[src/rtl/sram_fifo_arbiter.sv]
// Runs an external asynchronous 16-bit SRAM as a circular FIFO, arbitrating single-word writes and reads.
// Optional build macro SRAM_FIFO_DROP_ON_FULL_EN: discard (and count) writes offered while full instead of stalling.
module sram_fifo_arbiter #(
    parameter int DEPTH_BITS         = 20,
    parameter int ALMOST_FULL_MARGIN = 16
) (
    input  logic                  BUS_CLK,
    input  logic                  BUS_RST,
    input  logic                  SOFT_RST,
    input  logic                  WR_REQ,
    input  logic [15:0]           WR_DATA,
    output logic                  WR_ACK,
    output logic                  FULL,
    output logic                  ALMOST_FULL,
    input  logic                  RD_REQ,
    output logic [15:0]           RD_DATA,
    output logic                  RD_VALID,
    output logic                  EMPTY,
    output logic [DEPTH_BITS:0]   FILL_CNT,
    output logic [DEPTH_BITS-1:0] SRAM_A,
    input  logic [15:0]           SRAM_IO_I,
    output logic [15:0]           SRAM_IO_O,
    output logic                  SRAM_IO_T,
    output logic                  SRAM_WE_B,
    output logic                  SRAM_OE_B,
    output logic                  SRAM_CE1_B,
    output logic                  SRAM_BHE_B,
`ifdef SRAM_FIFO_DROP_ON_FULL_EN
    output logic [7:0]            LOST_CNT,
`endif
    output logic                  SRAM_BLE_B
);

    typedef enum logic [2:0] {
        IDLE      = 3'd0,
        WR_SETUP  = 3'd1,
        WR_STROBE = 3'd2,
        WR_HOLD   = 3'd3,
        RD_ADDR   = 3'd4,
        RD_CAPT   = 3'd5
    } state_t;

    localparam logic [DEPTH_BITS:0]   CAPACITY_C = {1'b1, {DEPTH_BITS{1'b0}}};
    localparam logic [DEPTH_BITS:0]   FILL_ONE_C = {{DEPTH_BITS{1'b0}}, 1'b1};
    localparam logic [DEPTH_BITS-1:0] PTR_ONE_C  = {{(DEPTH_BITS-1){1'b0}}, 1'b1};
    localparam logic [31:0]           MARGIN_C   = ALMOST_FULL_MARGIN;

    function automatic logic almost_full_f(input logic [DEPTH_BITS:0] fill);
        logic [DEPTH_BITS:0] free_v;
        free_v = CAPACITY_C - fill;
        return (32'(free_v) <= MARGIN_C);
    endfunction

    state_t                state_r, state_s;
    logic [DEPTH_BITS-1:0] wr_ptr_r, rd_ptr_r;
    logic [DEPTH_BITS:0]   fill_r, fill_s;
    logic                  full_r, empty_r, af_r;
    logic                  wr_ack_r, wr_ack_s;
    logic                  rd_valid_r;
    logic [15:0]           rd_data_r;
    logic [DEPTH_BITS-1:0] sram_a_r, sram_a_s;
    logic [15:0]           io_o_r, io_o_s;
    logic                  io_t_r, io_t_s;
    logic                  we_b_r, we_b_s;
    logic                  oe_b_r, oe_b_s;
    logic                  ce_b_r;
    logic                  last_wr_r;
    logic                  wr_elig_s, rd_elig_s, drop_s;
    logic                  wr_grant_s, rd_grant_s, wr_commit_s, rd_commit_s;

    // Arbitration, next state and next values of every registered strobe/output
    always_comb begin
        wr_elig_s = WR_REQ && !full_r;
        rd_elig_s = RD_REQ && !empty_r;
        drop_s    = 1'b0;
`ifdef SRAM_FIFO_DROP_ON_FULL_EN
        // wr_ack_r blocks a second drop while the writer is still seeing the previous ack
        drop_s    = (state_r == IDLE) && WR_REQ && full_r && !wr_ack_r;
`endif
        state_s   = state_r;
        case (state_r)
            IDLE: begin
                if (drop_s) begin
                    state_s = IDLE;
                end else if (wr_elig_s && rd_elig_s) begin
                    state_s = last_wr_r ? RD_ADDR : WR_SETUP;
                end else if (wr_elig_s) begin
                    state_s = WR_SETUP;
                end else if (rd_elig_s) begin
                    state_s = RD_ADDR;
                end else begin
                    state_s = IDLE;
                end
            end
            WR_SETUP:  state_s = WR_STROBE;
            WR_STROBE: state_s = WR_HOLD;
            WR_HOLD:   state_s = IDLE;
            RD_ADDR:   state_s = RD_CAPT;
            RD_CAPT:   state_s = IDLE;
            default:   state_s = IDLE;
        endcase

        wr_grant_s  = (state_r == IDLE) && (state_s == WR_SETUP);
        rd_grant_s  = (state_r == IDLE) && (state_s == RD_ADDR);
        wr_commit_s = (state_r == WR_STROBE);
        rd_commit_s = (state_r == RD_ADDR);

        if (wr_commit_s) begin
            fill_s = fill_r + FILL_ONE_C;
        end else if (rd_commit_s) begin
            fill_s = fill_r - FILL_ONE_C;
        end else begin
            fill_s = fill_r;
        end

        if (wr_grant_s) begin
            sram_a_s = wr_ptr_r;
        end else if (rd_grant_s) begin
            sram_a_s = rd_ptr_r;
        end else begin
            sram_a_s = sram_a_r;
        end

        if (wr_grant_s) begin
            io_o_s = WR_DATA;
        end else begin
            io_o_s = io_o_r;
        end

        // Bus is driven only across the whole write window, so it is released before OE_B can fall
        io_t_s   = !((state_s == WR_SETUP) || (state_s == WR_STROBE) || (state_s == WR_HOLD));
        we_b_s   = (state_s != WR_STROBE);
        oe_b_s   = !((state_s == RD_ADDR) || (state_s == RD_CAPT));
        wr_ack_s = (state_s == WR_HOLD) || drop_s;
    end

    // State, pointers, fill/status flags and registered SRAM interface
    always_ff @(posedge BUS_CLK) begin
        if (BUS_RST || SOFT_RST) begin
            state_r    <= IDLE;
            wr_ptr_r   <= '0;
            rd_ptr_r   <= '0;
            fill_r     <= '0;
            full_r     <= 1'b0;
            empty_r    <= 1'b1;
            af_r       <= 1'b0;
            wr_ack_r   <= 1'b0;
            rd_valid_r <= 1'b0;
            rd_data_r  <= 16'h0000;
            sram_a_r   <= '0;
            io_o_r     <= 16'h0000;
            io_t_r     <= 1'b1;
            we_b_r     <= 1'b1;
            oe_b_r     <= 1'b1;
            ce_b_r     <= 1'b1;
            last_wr_r  <= 1'b1;
        end else begin
            state_r    <= state_s;
            wr_ptr_r   <= wr_commit_s ? (wr_ptr_r + PTR_ONE_C) : wr_ptr_r;
            rd_ptr_r   <= rd_commit_s ? (rd_ptr_r + PTR_ONE_C) : rd_ptr_r;
            fill_r     <= fill_s;
            full_r     <= (fill_s == CAPACITY_C);
            empty_r    <= (fill_s == {(DEPTH_BITS+1){1'b0}});
            af_r       <= almost_full_f(fill_s);
            wr_ack_r   <= wr_ack_s;
            rd_valid_r <= (state_r == RD_CAPT);
            rd_data_r  <= (state_r == RD_CAPT) ? SRAM_IO_I : rd_data_r;
            sram_a_r   <= sram_a_s;
            io_o_r     <= io_o_s;
            io_t_r     <= io_t_s;
            we_b_r     <= we_b_s;
            oe_b_r     <= oe_b_s;
            ce_b_r     <= 1'b0;
            last_wr_r  <= wr_grant_s ? 1'b1 : (rd_grant_s ? 1'b0 : last_wr_r);
        end
    end

`ifdef SRAM_FIFO_DROP_ON_FULL_EN
    logic [7:0] lost_r;

    // Saturating count of words discarded while full
    always_ff @(posedge BUS_CLK) begin
        if (BUS_RST || SOFT_RST) begin
            lost_r <= 8'd0;
        end else if (drop_s && (lost_r != 8'hFF)) begin
            lost_r <= lost_r + 8'd1;
        end else begin
            lost_r <= lost_r;
        end
    end

    assign LOST_CNT = lost_r;
`endif

    assign WR_ACK      = wr_ack_r;
    assign FULL        = full_r;
    assign ALMOST_FULL = af_r;
    assign EMPTY       = empty_r;
    assign FILL_CNT    = fill_r;
    assign RD_DATA     = rd_data_r;
    assign RD_VALID    = rd_valid_r;
    assign SRAM_A      = sram_a_r;
    assign SRAM_IO_O   = io_o_r;
    assign SRAM_IO_T   = io_t_r;
    assign SRAM_WE_B   = we_b_r;
    assign SRAM_OE_B   = oe_b_r;
    assign SRAM_CE1_B  = ce_b_r;
    assign SRAM_BHE_B  = ce_b_r;
    assign SRAM_BLE_B  = ce_b_r;

endmodule

[config.mk]
export PLATFORM = sky130hd
export DESIGN_NAME = sram_fifo_arbiter
export DESIGN_NICKNAME = d
export VERILOG_FILES = /design/src/rtl/sram_fifo_arbiter.sv
export SDC_FILE = /design/constraint.sdc
export NUM_CORES = 1
export LEC_CHECK = 0
export BUFFER_PORTS_ARGS = -buffer_cell sky130_fd_sc_hd__buf_2
export CELL_PAD_IN_SITES_DETAIL_PLACEMENT = 1
export CELL_PAD_IN_SITES_GLOBAL_PLACEMENT = 2
export CORE_MARGIN = 8
export CORE_UTILIZATION = 31
export DETAILED_ROUTE_END_ITERATION = 10
export PLACE_DENSITY_LB_ADDON = 0.1
export SETUP_SLACK_MARGIN = 0.1
export SLEW_MARGIN = 20
export SYNTH_ARGS = -nofsm -noshare
export SYNTH_HDL_FRONTEND = slang
export SYNTH_SLANG_ARGS = --single-unit
[constraint.sdc]
create_clock -name BUS_CLK -period 3.2 [get_ports BUS_CLK]
set_input_delay 0.16 -clock BUS_CLK [delete_from_list [all_inputs] [get_ports BUS_CLK]]
set_output_delay 0.16 -clock BUS_CLK [all_outputs]
set_load 0.02 [all_outputs]
==> metrics.cfg <==
[run_status]
status = finished clean

[global_route]
grt_use_met1 = 0.198
grt_usage = 0.169
grt_overflow_total = 0
grt-busiest-layer = met2
grt_max_degree = 48
grt_use_met2 = 0.289
grt_pass1_vias = 5687
grt_pass1_wl_um = 29700
grt_use_met3 = 0.0452
antenna_found_initial = 0

[timing]
setup_viol = 0
setup-tns-final_ns = 0
finalHoldViolCount = 0
rsz0062_at_grt = no
fin_crit_sh = 0.914
worst_pin_slew_ns = 0.653
clock_skew_ns = 0.00996
maxSlewViolCount = 0
slew_headroom = 0.564
fmax_ghz = 0.342
whs_ns = 0.106
final.min_clock_period_ns = 2.92

[clock_network]
clock-sinks = 126
cts_buffers = 17
cts.clk_slew.worst_paths_ns = 0.06
clockBufferDepth = 2
cts_setup_buffers = 0
root_buffer = clkbuf_16
ctsHtreeMaxLevel = 4
clkLatencyLatePin_ns = 0.42
cts_tree = yes

[die]
start_util = 0.316
die_width_um = 149
die_h_um = 149
rows = 48
die-area_um2 = 22100
coreArea_um2 = 17300
ioPinCount = 121

[hold_path]
hold_class = input port to register
holdPathStages = 4
min_from = BUS_RST
hold_end = EMPTY

[setup_path]
crit_path_start_kind = register
cpPeakStageDelay_ns = 0.47
cp_cell_sequence = inv_1 -> ha_1 -> or3b_2 -> a211o_1 -> a22oi_1 -> o2111ai_1 -> and4bb_2 -> nor4bb_1 -> o221a_1
cp.required_ns = 3.57
crit_type = register to register
r2r_cells = 9
path_buf_inv = 1
worst_r2r_endpoint = ALMOST_FULL
reg2reg_slack_ns = 0.28
r2r_start = FILL_CNT[0]
slowest_stage = or3b_2
cp.arrival_ns = 3.29
path_max_fanout = 8
critPathCaptureType = register
cpLargestDelayFamily = simple AND/OR/NAND/NOR gates

[final_layout]
drive_gt1_frac = 0.225
antenna_cells = 0
nets = 852
utilization = 0.421
syn_to_final_growth_pct = 33.1

[yosys]
ys_types = 54
async_reset_ff_frac = 0
syn_inst = 661
ys_seq_area_frac = 0.461
synth-main-ff-cell = dfxtp_1
synth.avg_cell_area_um2 = 8.27
yosys_warnings = 0
syn_nets = 702
synth_edf_count = 0
synth_top_area_cell = dfxtp_1
synth.top_cell.area_share = 0.461
synth_area_leaders = dfxtp_1, nand2_1, xor2_1
synth_area_um2 = 5470
ys_seq_elements = 126

[route]
routed_wl_um = 18300
via_count = 5373
drt-pass1-iter-count = 5
ant_nets = 0
via_per_inst = 5.12
drt_iter0_drc = 274
avgRoutedWirePerCell_um = 17.5
drc = 0

[run]
maxCapViolCount = 0

[power_and_ir_drop]
p_per_area_nw_per_um2 = 534
power_leakage_uw = 0.00287
ir_drop_mv = 0.371

[place]
port_buffers = 120
place_congestion = 0.822
dp_hpwl_um = 13000

-- metrics by stage --
step	total power (µW)	worst slack [ns]	instances	cell area (µm²)
2_1_floorplan	1780	0.334	661	5470
3_3_place_gp	1880	0.298	985	6340
3_5_place_dp	1880	0.175	985	6340
4_1_cts	3950	0.166	1049	7280
5_1_grt	4040	0.103	1049	7280
6_report	3890	0.276	1049	7280
-- tightest hold or removal path, stage by stage --
cell and delay [ns]:
buf_2 0.08, nor2_1 0.03, buf_4 0.16, o31ai_1 0.07
-- where the power goes --
group / switching (µW) / leakage [µW] / internal, µW
logic: 169 / 0.00155 / 107
registers: 14.4 / 0.00102 / 1590
clock network: 707 / 0.000299 / 1310
total: 891 / 0.00287 / 3000
-- synth_stat cells, types with 3 or more instances --
library cell / n
or3_1: 13
a21boi_0: 3
and2_1: 6
and3_1: 12
a21oi_1: 47
xnor2_1: 16
o211ai_1: 3
a22oi_1: 23
o22ai_1: 3
ha_1: 4
nand3_1: 13
dfxtp_1: 126
xor2_1: 29
nor3_1: 11
nand4_1: 22
nand2_1: 121
o21ai_0: 31
nor2_1: 65
nor4bb_1: 3
nor4_1: 8
inv_1: 9
clkbuf_1: 37
or2_2: 4
and3b_1: 3
or4_1: 4
and4_1: 7
-- cell families after synthesis --
logic type / after synthesis / share of synthesized area
and+or+nand+nor: 308 / 0.278
AOI/OAI and AO/OA: 126 / 0.140
DFF: 126 / 0.461
buffers and inverters: 51 / 0.0380
xor gates and xnor gates: 45 / 0.0721
adders and majority gates: 4 / 0.00915
muxes: 1 / 0.00183
-- worst max-delay path by stage --
| stage | start | endpoint | slack [ns] | cells after the start |
|---|---|---|---|---|
| global placement | state_r[1] | ALMOST_FULL | 0.30 | 7 |
| detailed placement | FILL_CNT[0] | ALMOST_FULL | 0.18 | 9 |
| finish | FILL_CNT[0] | ALMOST_FULL | 0.28 | 9 |
| global route | FILL_CNT[6] | ALMOST_FULL | 0.10 | 7 |
| CTS | FILL_CNT[0] | ALMOST_FULL | 0.17 | 9 |
| floorplan | FILL_CNT[0] | ALMOST_FULL | 0.33 | 9 |
-- cell type report --
| type | instances | area (µm²) |
|---|---|---|
| Fill cell | 2089 | 10000 |
| Inverter | 10 | 38.8 |
| Tap cell | 225 | 282 |
| Sequential cell | 126 | 2520 |
| Timing Repair Buffer | 172 | 1070 |
| Clock buffer | 23 | 488 |
| Clock inverter | 9 | 133 |
| Multi-Input combinational cell | 484 | 2740 |
-- layout by cell type, fill, tap and decap left out, types with 4 or more instances in the layout --
| cell | instances |
|---|---|
| o21ai_0 | 31 |
| dfxtp_1 | 124 |
| a22oi_1 | 23 |
| clkbuf_8 | 4 |
| nand3_1 | 13 |
| buf_4 | 20 |
| nor4_1 | 8 |
| or4_1 | 4 |
| and2_1 | 6 |
| buf_2 | 120 |
| ha_1 | 4 |
| and3_1 | 12 |
| inv_1 | 9 |
| nor3_1 | 10 |
| or2_2 | 4 |
| xor2_1 | 29 |
| or3_1 | 13 |
| xnor2_1 | 16 |
| nor2_1 | 65 |
| dlygate4sd3_1 | 32 |
| and4_1 | 7 |
| nand4_1 | 22 |
| a21oi_1 | 47 |
| nand2_1 | 121 |
| clkbuf_16 | 17 |
-- state kept, by name, summed over array words and instances, names as in the netlist, 3 cells and up --
register / cells
FILL_CNT: 21
RD_DATA: 16
SRAM_A: 20
SRAM_IO_O: 16
rd_ptr_r: 20
state_r: 3
wr_ptr_r: 20
-- what timing repair did --
item / 4_1_cts / 5_1_grt
endpoints found under the hold margin: 32 / 0
hold buffers: 32 / 0
setup endpoints to repair: 0 / 1
resized for setup: 0 / 2
-- metal layers --
layer | vias to the layer above | part of all wire | routed length (µm)
met5 | - | 0 | 0
met4 | 0 | 0.021 | 380
met3 | 30 | 0.047 | 865
met2 | 122 | 0.50 | 9120
met1 | 2610 | 0.43 | 7960
li1 | 2611 | - | -
Note: power is estimated with default switching activity, not from simulation.
